**config.mk**
```make
export PLATFORM = sky130hd
export DESIGN_NAME = bcd_gate_counter
export DESIGN_NICKNAME = d
export VERILOG_FILES = /design/src/rtl/bcd_gate_counter.sv
export SDC_FILE = /design/constraint.sdc
export NUM_CORES = 1
export LEC_CHECK = 0
export CAP_MARGIN = 30
export CORE_ASPECT_RATIO = 1.1
export CORE_MARGIN = 4
export CORE_UTILIZATION = 52
export DETAILED_ROUTE_END_ITERATION = 8
export PLACE_DENSITY = 0.92
export SKIP_LAST_GASP = 1
export SYNTH_ARGS = -nofsm -noshare
export SYNTH_HDL_FRONTEND = slang
export SYNTH_SLANG_ARGS = --single-unit
export TNS_END_PERCENT = 100
```
**constraint.sdc**
```tcl
create_clock -name sigin -period 3.1 [get_ports sigin]
set_input_delay 0.62 -clock sigin [delete_from_list [all_inputs] [get_ports sigin]]
set_output_delay 0.62 -clock sigin [all_outputs]
set_load 0.02 [all_outputs]
```
**src/rtl/bcd_gate_counter.sv**
```systemverilog
// Gated N-digit BCD event counter for the frequency meter.
// Counts rising edges of sigin while w_enable is high, wraps or saturates past all-9s,
// and on gate close latches the final count into a hold register with a one-cycle
// valid pulse. The held result stays readable while the next window counts.
module bcd_gate_counter #(
  parameter int unsigned DIGITS   = 4,
  parameter bit          SATURATE = 1'b0
) (
  input  logic                  sigin,
  input  logic                  clear,
  input  logic                  w_enable,
  output logic [4*DIGITS-1:0]   count_bcd,
  output logic                  overflow,
  output logic [4*DIGITS-1:0]   latch_bcd,
  output logic                  latch_ovf,
  output logic                  latch_valid
);

  localparam int unsigned W = 4 * DIGITS;

  // Gate phase seen on the current edge, decoded from the gate and its delayed copy.
  typedef enum logic [1:0] {
    StIdle,
    StStart,
    StCount,
    StClose
  } phase_e;

  phase_e phase;

  logic           en_d;
  logic [W-1:0]   count_q, count_d, count_inc;
  logic           ovf_q, ovf_d;
  logic [W-1:0]   latch_q, latch_d;
  logic           latch_ovf_q, latch_ovf_d;
  logic           valid_q, valid_d;
  logic [DIGITS:0] carry;
  logic           all_nines;

  // Classify the edge by comparing the current gate with the previous one.
  always_comb begin
    unique case ({w_enable, en_d})
      2'b10:   phase = StStart;
      2'b11:   phase = StCount;
      2'b01:   phase = StClose;
      default: phase = StIdle;
    endcase
  end

  // Ripple BCD increment: a digit advances only when every lower digit is 9.
  always_comb begin
    carry     = '0;
    count_inc = '0;
    carry[0]  = 1'b1;
    for (int unsigned i = 0; i < DIGITS; i++) begin
      if (carry[i]) begin
        if (count_q[4*i +: 4] == 4'd9) begin
          count_inc[4*i +: 4] = 4'd0;
          carry[i+1]          = 1'b1;
        end else begin
          count_inc[4*i +: 4] = count_q[4*i +: 4] + 4'd1;
        end
      end else begin
        count_inc[4*i +: 4] = count_q[4*i +: 4];
      end
    end
  end

  // Carry out of the top digit means the count was all-9s before this increment.
  assign all_nines = carry[DIGITS];

  // Next-state for count, overflow and the hold register.
  always_comb begin
    count_d     = count_q;
    ovf_d       = ovf_q;
    latch_d     = latch_q;
    latch_ovf_d = latch_ovf_q;
    valid_d     = 1'b0;
    unique case (phase)
      StStart: begin
        // The opening edge is itself counted.
        count_d = {{(W-1){1'b0}}, 1'b1};
        ovf_d   = 1'b0;
      end
      StCount: begin
        if (all_nines) begin
          ovf_d   = 1'b1;
          count_d = SATURATE ? count_q : count_inc;
        end else begin
          count_d = count_inc;
        end
      end
      StClose: begin
        latch_d     = count_q;
        latch_ovf_d = ovf_q;
        valid_d     = 1'b1;
      end
      default: ;
    endcase
  end

  // State registers; clear wins over every gate phase, including a pending latch.
  always_ff @(posedge sigin) begin
    if (clear) begin
      en_d        <= 1'b0;
      count_q     <= '0;
      ovf_q       <= 1'b0;
      latch_q     <= '0;
      latch_ovf_q <= 1'b0;
      valid_q     <= 1'b0;
    end else begin
      en_d        <= w_enable;
      count_q     <= count_d;
      ovf_q       <= ovf_d;
      latch_q     <= latch_d;
      latch_ovf_q <= latch_ovf_d;
      valid_q     <= valid_d;
    end
  end

  assign count_bcd   = count_q;
  assign overflow    = ovf_q;
  assign latch_bcd   = latch_q;
  assign latch_ovf   = latch_ovf_q;
  assign latch_valid = valid_q;

endmodule

```
==> results of run 1 <==
flip-flops by register name, summed over array words and instances, names as in the netlist:
register	flops
count_bcd	16
en_d	1
latch_bcd	16
overflow	1
latch_valid	1
latch_ovf	1
worst paths after layout:
check / from / endpoint / slack [ps] / depth (start not counted)
setup reg to reg: count_bcd[0] / count_bcd[9] / 1350 / 5
setup / recovery: count_bcd[0] / count_bcd[0] / 1000 / 1
hold reg to reg: latch_bcd[9] / latch_bcd[9] / 460 / 2
hold / removal: latch_bcd[9] / latch_bcd[9] / 460 / 2
cell type report:
cell class / count / area [um2] / area share
clock buffers: 7 / 65.1 / 0.0315
inverters: 6 / 22.5 / 0.0109
multi-input cells: 143 / 833 / 0.403
flip-flops and latches: 36 / 721 / 0.348
well taps: 33 / 41.3 / 0.0200
repair buffers: 39 / 385 / 0.186
cells in the mapped netlist (all sizes together) (2+ instances only):
cell,n,area [um2]
nand2,40,150
nand3,12,60.1
dfxtp,36,721
inv,6,22.5
and3b,4,41.3
ha,8,100
nor3,3,15.0
o21ai,4,20.0
buf,3,15.0
nand2b,2,12.5
mux2i,2,20.0
a21oi,27,135
nor2b,4,25.0
a22oi,2,15.0
nand3b,4,30.0
nor4,2,27.5
or3,4,25.0
nor2,13,48.8
clkbuf,4,15.0
a31oi,2,12.5
per-layer routing:
layer	share of wire	track usage
met5	0	0
met4	0.032	0.119
met3	0.050	0.0547
met2	0.49	0.325
met1	0.43	0.250
cells by family (layout without fill, tap and decap cells):
group	count (synthesis)	after routing	share of synthesized area
buffers and inverters	13	52	0.0327
muxes	2	2	0.0125
adders and majority gates	8	8	0.0623
AOI/OAI and AO/OA	40	40	0.140
DFF	36	36	0.449
and+or+nand+nor	93	93	0.304
power groups by stage:
stage	registers (mW)	clock network, mW	logic [mW]
after global placement	0.479	0	0.0381
after global routing	0.470	0.306	0.0429
after detailed placement	0.479	0	0.0384
after CTS	0.469	0.283	0.0387
after floorplan	0.481	0	0.0230
final	0.469	0.276	0.0387
==> impl_metrics.csv, run 1 <==
group,metric,value,unit
power_and_ir_drop,pwr-share-comb,0.049,
timing,rsz0062_at_grt,"false",
logic_synthesis,syn-mean-instance-area,8.37,um2
timing,skew,5.94,ps
cells_and_area,utilization,0.725,
worst_setup_path,path_buf_inv,1,
cells_and_area,layout_commonest_cell,"nand2_1",
clock_tree,cts_buffers,5,
cells_and_area,most-common-layout-cells,"40 x nand2_1, 37 x clkdlybuf4s50_1, 36 x dfxtp_1, 27 x a21oi_1, 13 x nor2_1",
clock_tree,htreeDepth,2,
floorplan,dieArea,4040,um2
clock_tree,clockRootBuffer,"clkbuf_4",
worst_setup_path,crit_arrival,1480,ps
cells_and_area,diodes,0,
clock_tree,clock_path_buffers,2,
global_route,grt.total_usage,0.207,
job,cap_violations,0,
routing,wl_per_cell,13.8,um
worst_setup_path,critPathKind,"flop to output port",
timing,slew_headroom,0.618,
clock_tree,post_cts_buffers,0,
logic_synthesis,synth_cells,192,
logic_synthesis,synth_edf_count,0,
logic_synthesis,syn_nets,203,
placement,place_congestion,0.824,
timing,fmax,476,MHz
routing,viasPerCell,5.64,
logic_synthesis,synthArstFlopShare,0,
logic_synthesis,ys_seq_elements,36,
global_route,grt-ovfl-total,0,
floorplan,fp.dieH,66.3,um
placement,portBuffers,37,
timing,tightest_slew,571,ps
routing,wl,3640,um
logic_synthesis,yosysWarnings,0,
worst_setup_path,crit_fanout,7,
placement,placed_area,2000,um2
placement,dp_cells,257,
logic_synthesis,synth_cell_types,33,
clock_tree,cts.sinks,36,
logic_synthesis,seq_area_frac_synth,0.449,
worst_setup_path,worstPathCellList,"clkdlybuf4s50_1",
clock_tree,path_clk_slew,100,ps
routing,ant_nets,0,
clock_tree,post_cts_resized,0,
cells_and_area,fillCellCount,232,
cells_and_area,nNetsFinal,242,
power_and_ir_drop,power,0.783,mW
floorplan,io_pins,38,
worst_setup_path,crit_family,"buffers and inverters",
power_and_ir_drop,switching_share,0.226,
worst_setup_path,cp_slowest_cell,"clkdlybuf4s50_1",
worst_setup_path,slowest_delay,660,ps
cells_and_area,area_delta_synth_final,28.7,%
floorplan,rows,20,
floorplan,coreArea,2850,um2
worst_setup_path,start_kind,"flop",
logic_synthesis,syn_area,1610,um2
timing,finalCritPeriodShare,0.678,
floorplan,start_util,0.563,
logic_synthesis,ys.flop_type,"dfxtp_1",
timing,fin_ws,998,ps
timing,fin_crit,2100,ps
timing,finalHoldViolCount,0,
power_and_ir_drop,seq_power_share,0.599,
timing,tns,0,ps
global_route,grt_pass1_wl,6100,um
timing,finalSetupViolCount,0,
clock_tree,ctsHoldBuffers,0,
global_route,grt_pass1_vias,1362,
cells_and_area,final_cells,264,
cells_and_area,design_area,2070,um2
power_and_ir_drop,p_sw,0.177,mW
power_and_ir_drop,p_int,0.606,mW
global_route,grt_max_degree,24,
routing,via_count,1488,
status,run_status,"finished clean",
cells_and_area,drive_gt1_frac,0.0693,
placement,place_worst_setup_slack,879,ps
floorplan,die_w,61.0,um
power_and_ir_drop,p_leak,0.724,nW
clock_tree,clk_latency,340,ps
power_and_ir_drop,powerDensity,379,nW/um2
worst_setup_path,endpoint_kind,"output port",
worst_setup_path,critPathRequiredTime,2480,ps
timing,slew_viol_final,0,
timing,hold_slack,457,ps
clock_tree,cts_tree,"built",
power_and_ir_drop,power_frac_clock,0.352,
routing,drtPass1Iterations,4,
routing,drtIter0Drc,90,
routing,remaining_drc_errors,0,
global_route,antenna_found_initial,0,
placement,hpwl,2610,um
min_path,hold_path_class,"flop to flop",
power_and_ir_drop,peakVddDrop,0.340,mV
No activity file was read; power rests on OpenSTA's default activity.
==> inputs of run 2 (changes only) <==
--- a/config.mk
+++ b/config.mk
@@ -8,9 +8,9 @@
 export CAP_MARGIN = 30
 export CORE_ASPECT_RATIO = 1.1
 export CORE_MARGIN = 4
-export CORE_UTILIZATION = 52
+export CORE_UTILIZATION = 44
 export DETAILED_ROUTE_END_ITERATION = 8
-export PLACE_DENSITY = 0.92
+export PLACE_DENSITY = 0.84
 export SKIP_LAST_GASP = 1
 export SYNTH_ARGS = -nofsm -noshare
 export SYNTH_HDL_FRONTEND = slang
==> constraint.sdc (replaced) <==
create_clock -name sigin -period 1.7 [get_ports sigin]
set_input_delay 0.34 -clock sigin [delete_from_list [all_inputs] [get_ports sigin]]
set_output_delay 0.34 -clock sigin [all_outputs]
set_load 0.02 [all_outputs]
==> impl_metrics.csv, run 2 (synthesized netlist as in run 1, its figures left out) <==
group,metric,value,unit
power_and_ir_drop,switching_share,0.228,
timing,tightest_slew,342,ps
routing,dr_wl_met3,169,um
power_and_ir_drop,power,1.55,mW
floorplan,dieArea,4680,um2
worst_setup_path,crit_start,"latch_bcd[6]",
timing,skew,8.09,ps
timing,slew_headroom,0.766,
cells_and_area,most-common-layout-cells,"40 x nand2_1, 34 x dfxtp_1, 27 x a21oi_1, 19 x buf_4, 17 x dlygate4sd2_1",
floorplan,coreArea,3410,um2
clock_tree,htreeDepth,2,
routing,drtIter0Drc,78,
worst_setup_path,crit_arrival,1300,ps
worst_setup_path,critPathKind,"flop to output port",
min_path,min-delay-start,"latch_bcd[0]",
worst_setup_path,cp_slowest_cell,"clkdlybuf4s50_1",
routing,via_count,1501,
routing,wl,3780,um
routing,top_layer,"met4",
placement,dp_cells,290,
power_and_ir_drop,powerDensity,690,nW/um2
cells_and_area,utilization,0.657,
floorplan,rows,22,
worst_setup_path,worstPathCellList,"clkdlybuf4s50_1",
floorplan,io_pins,38,
timing,rsz0062_at_grt,"true",
clock_tree,clk_latency,350,ps
min_path,hold_path_class,"flop to flop",
power_and_ir_drop,p_leak,0.996,nW
clock_tree,cts_tree,"built",
timing,tns,0,ps
floorplan,start_util,0.471,
worst_setup_path,cp_num_cells,1,
timing,finalSetupViolCount,0,
global_route,antenna_found_initial,0,
global_route,grt-ovfl-total,0,
cells_and_area,diodes,0,
clock_tree,cts_buffers,5,
worst_setup_path,start_kind,"flop",
cells_and_area,layout_commonest_cell,"nand2_1",
timing,slew_viol_final,0,
routing,wl_met2,1860,um
worst_setup_path,critPathRequiredTime,1360,ps
timing,fmax,611,MHz
power_and_ir_drop,peakVddDrop,0.474,mV
placement,hpwl,2780,um
clock_tree,ctsHoldBuffers,0,
floorplan,die_w,65.6,um
power_and_ir_drop,power_frac_clock,0.387,
worst_setup_path,path_buf_inv,1,
worst_setup_path,slowest_delay,610,ps
worst_setup_path,rr_worst_depth,6,
clock_tree,clockRootBuffer,"clkbuf_4",
worst_setup_path,crit_family,"buffers and inverters",
worst_setup_path,crit_fanout,2,
cells_and_area,nNetsFinal,260,
worst_setup_path,endpoint_kind,"output port",
power_and_ir_drop,pwr-share-comb,0.063,
status,run_status,"finished clean",
cells_and_area,final_cells,298,
power_and_ir_drop,p_sw,0.353,mW
placement,placed_area,2170,um2
routing,wl_met1,1670,um
job,cap_violations,0,
timing,finalHoldViolCount,0,
cells_and_area,design_area,2240,um2
floorplan,fp.dieH,71.4,um
routing,ant_nets,0,
clock_tree,path_clk_slew,110,ps
clock_tree,cts.sinks,36,
timing,fin_crit,1640,ps
worst_setup_path,timing.rr.start,"count_bcd[9]",
routing,drtPass1Iterations,4,
clock_tree,clock_path_buffers,2,
global_route,grt_max_degree,24,
routing,viasPerCell,5.04,
power_and_ir_drop,seq_power_share,0.550,
routing,wl_per_cell,12.7,um
global_route,grt_pass1_vias,1444,
placement,portBuffers,37,
placement,place_congestion,0.817,
global_route,grt_pass1_wl,6560,um
global_route,grt.total_usage,0.179,
min_path,holdPathStages,2,
power_and_ir_drop,p_int,1.20,mW
routing,remaining_drc_errors,0,
timing,finalCritPeriodShare,0.963,
cells_and_area,area_delta_synth_final,39.6,%
cells_and_area,drive_gt1_frac,0.148,
[run 2: worst paths after layout]
| check | end | slack, ps |
|---|---|---|
| worst max-delay path | latch_bcd[6] | 60 |
| worst min-delay path | latch_bcd[0] | 460 |
| worst max register to register | count_bcd[10] | 130 |
| worst min register to register | latch_bcd[0] | 460 |
[run 2: area by class of cell]
| class | instances | area [um2] |
|---|---|---|
| clock buffer | 5 | 37.5 |
| clock inverter | 3 | 42.5 |
| fill | 314 | 1170 |
| inverter | 6 | 22.5 |
| multi-input combinational | 143 | 833 |
| sequential | 36 | 723 |
| tap | 48 | 60.1 |
| timing repair buffer | 57 | 524 |
[run 2: repair_timing]
action,in CTS,in global routing
setup buffers,0,0
endpoints found under the setup margin,17,9
pin swaps,0,2
resized for setup,17,7
[run 2: stage by stage]
| stage | setup slack [ps] | hold slack (ps) |
|---|---|---|
| 4_1_cts | 29.7 | 464 |
| 6_report | 62.2 | 459 |
| 5_1_grt | -4.71 | 484 |
| 3_5_place_dp | -113 | 448 |
| 2_1_floorplan | 73.7 | 514 |
| 3_3_place_gp | -82.4 | 442 |
[run 2: tightest hold or removal path: stages, from the launching register on]
cell and delay, ps:
dfxtp_1 320, nand2_1 50, a21oi_1 50
[run 2: power groups by stage]
stage | clock network, mW | registers [mW] | logic, mW
after floorplan | 0 | 0.877 | 0.0420
after global placement | 0 | 0.871 | 0.0961
after detailed placement | 0 | 0.871 | 0.0977
after CTS | 0.618 | 0.852 | 0.0965
after global routing | 0.657 | 0.853 | 0.105
final | 0.599 | 0.852 | 0.0971
[run 2: per-layer routing]
metal / global-route usage / vias to the layer above
met5: 0 / -
met4: 0.0806 / 0
met3: 0.0470 / 6
met2: 0.288 / 37
met1: 0.223 / 683
li1: - / 775
==> inputs of run 3 (changes only) <==
--- a/config.mk
+++ b/config.mk
@@ -5,7 +5,7 @@
 export SDC_FILE = /design/constraint.sdc
 export NUM_CORES = 1
 export LEC_CHECK = 0
-export CAP_MARGIN = 30
+export CAP_MARGIN = 20
 export CORE_ASPECT_RATIO = 1.1
 export CORE_MARGIN = 4
 export CORE_UTILIZATION = 44
==> results of run 3 <==
The final DEF is identical to that of run 2; final timing and power are the same.
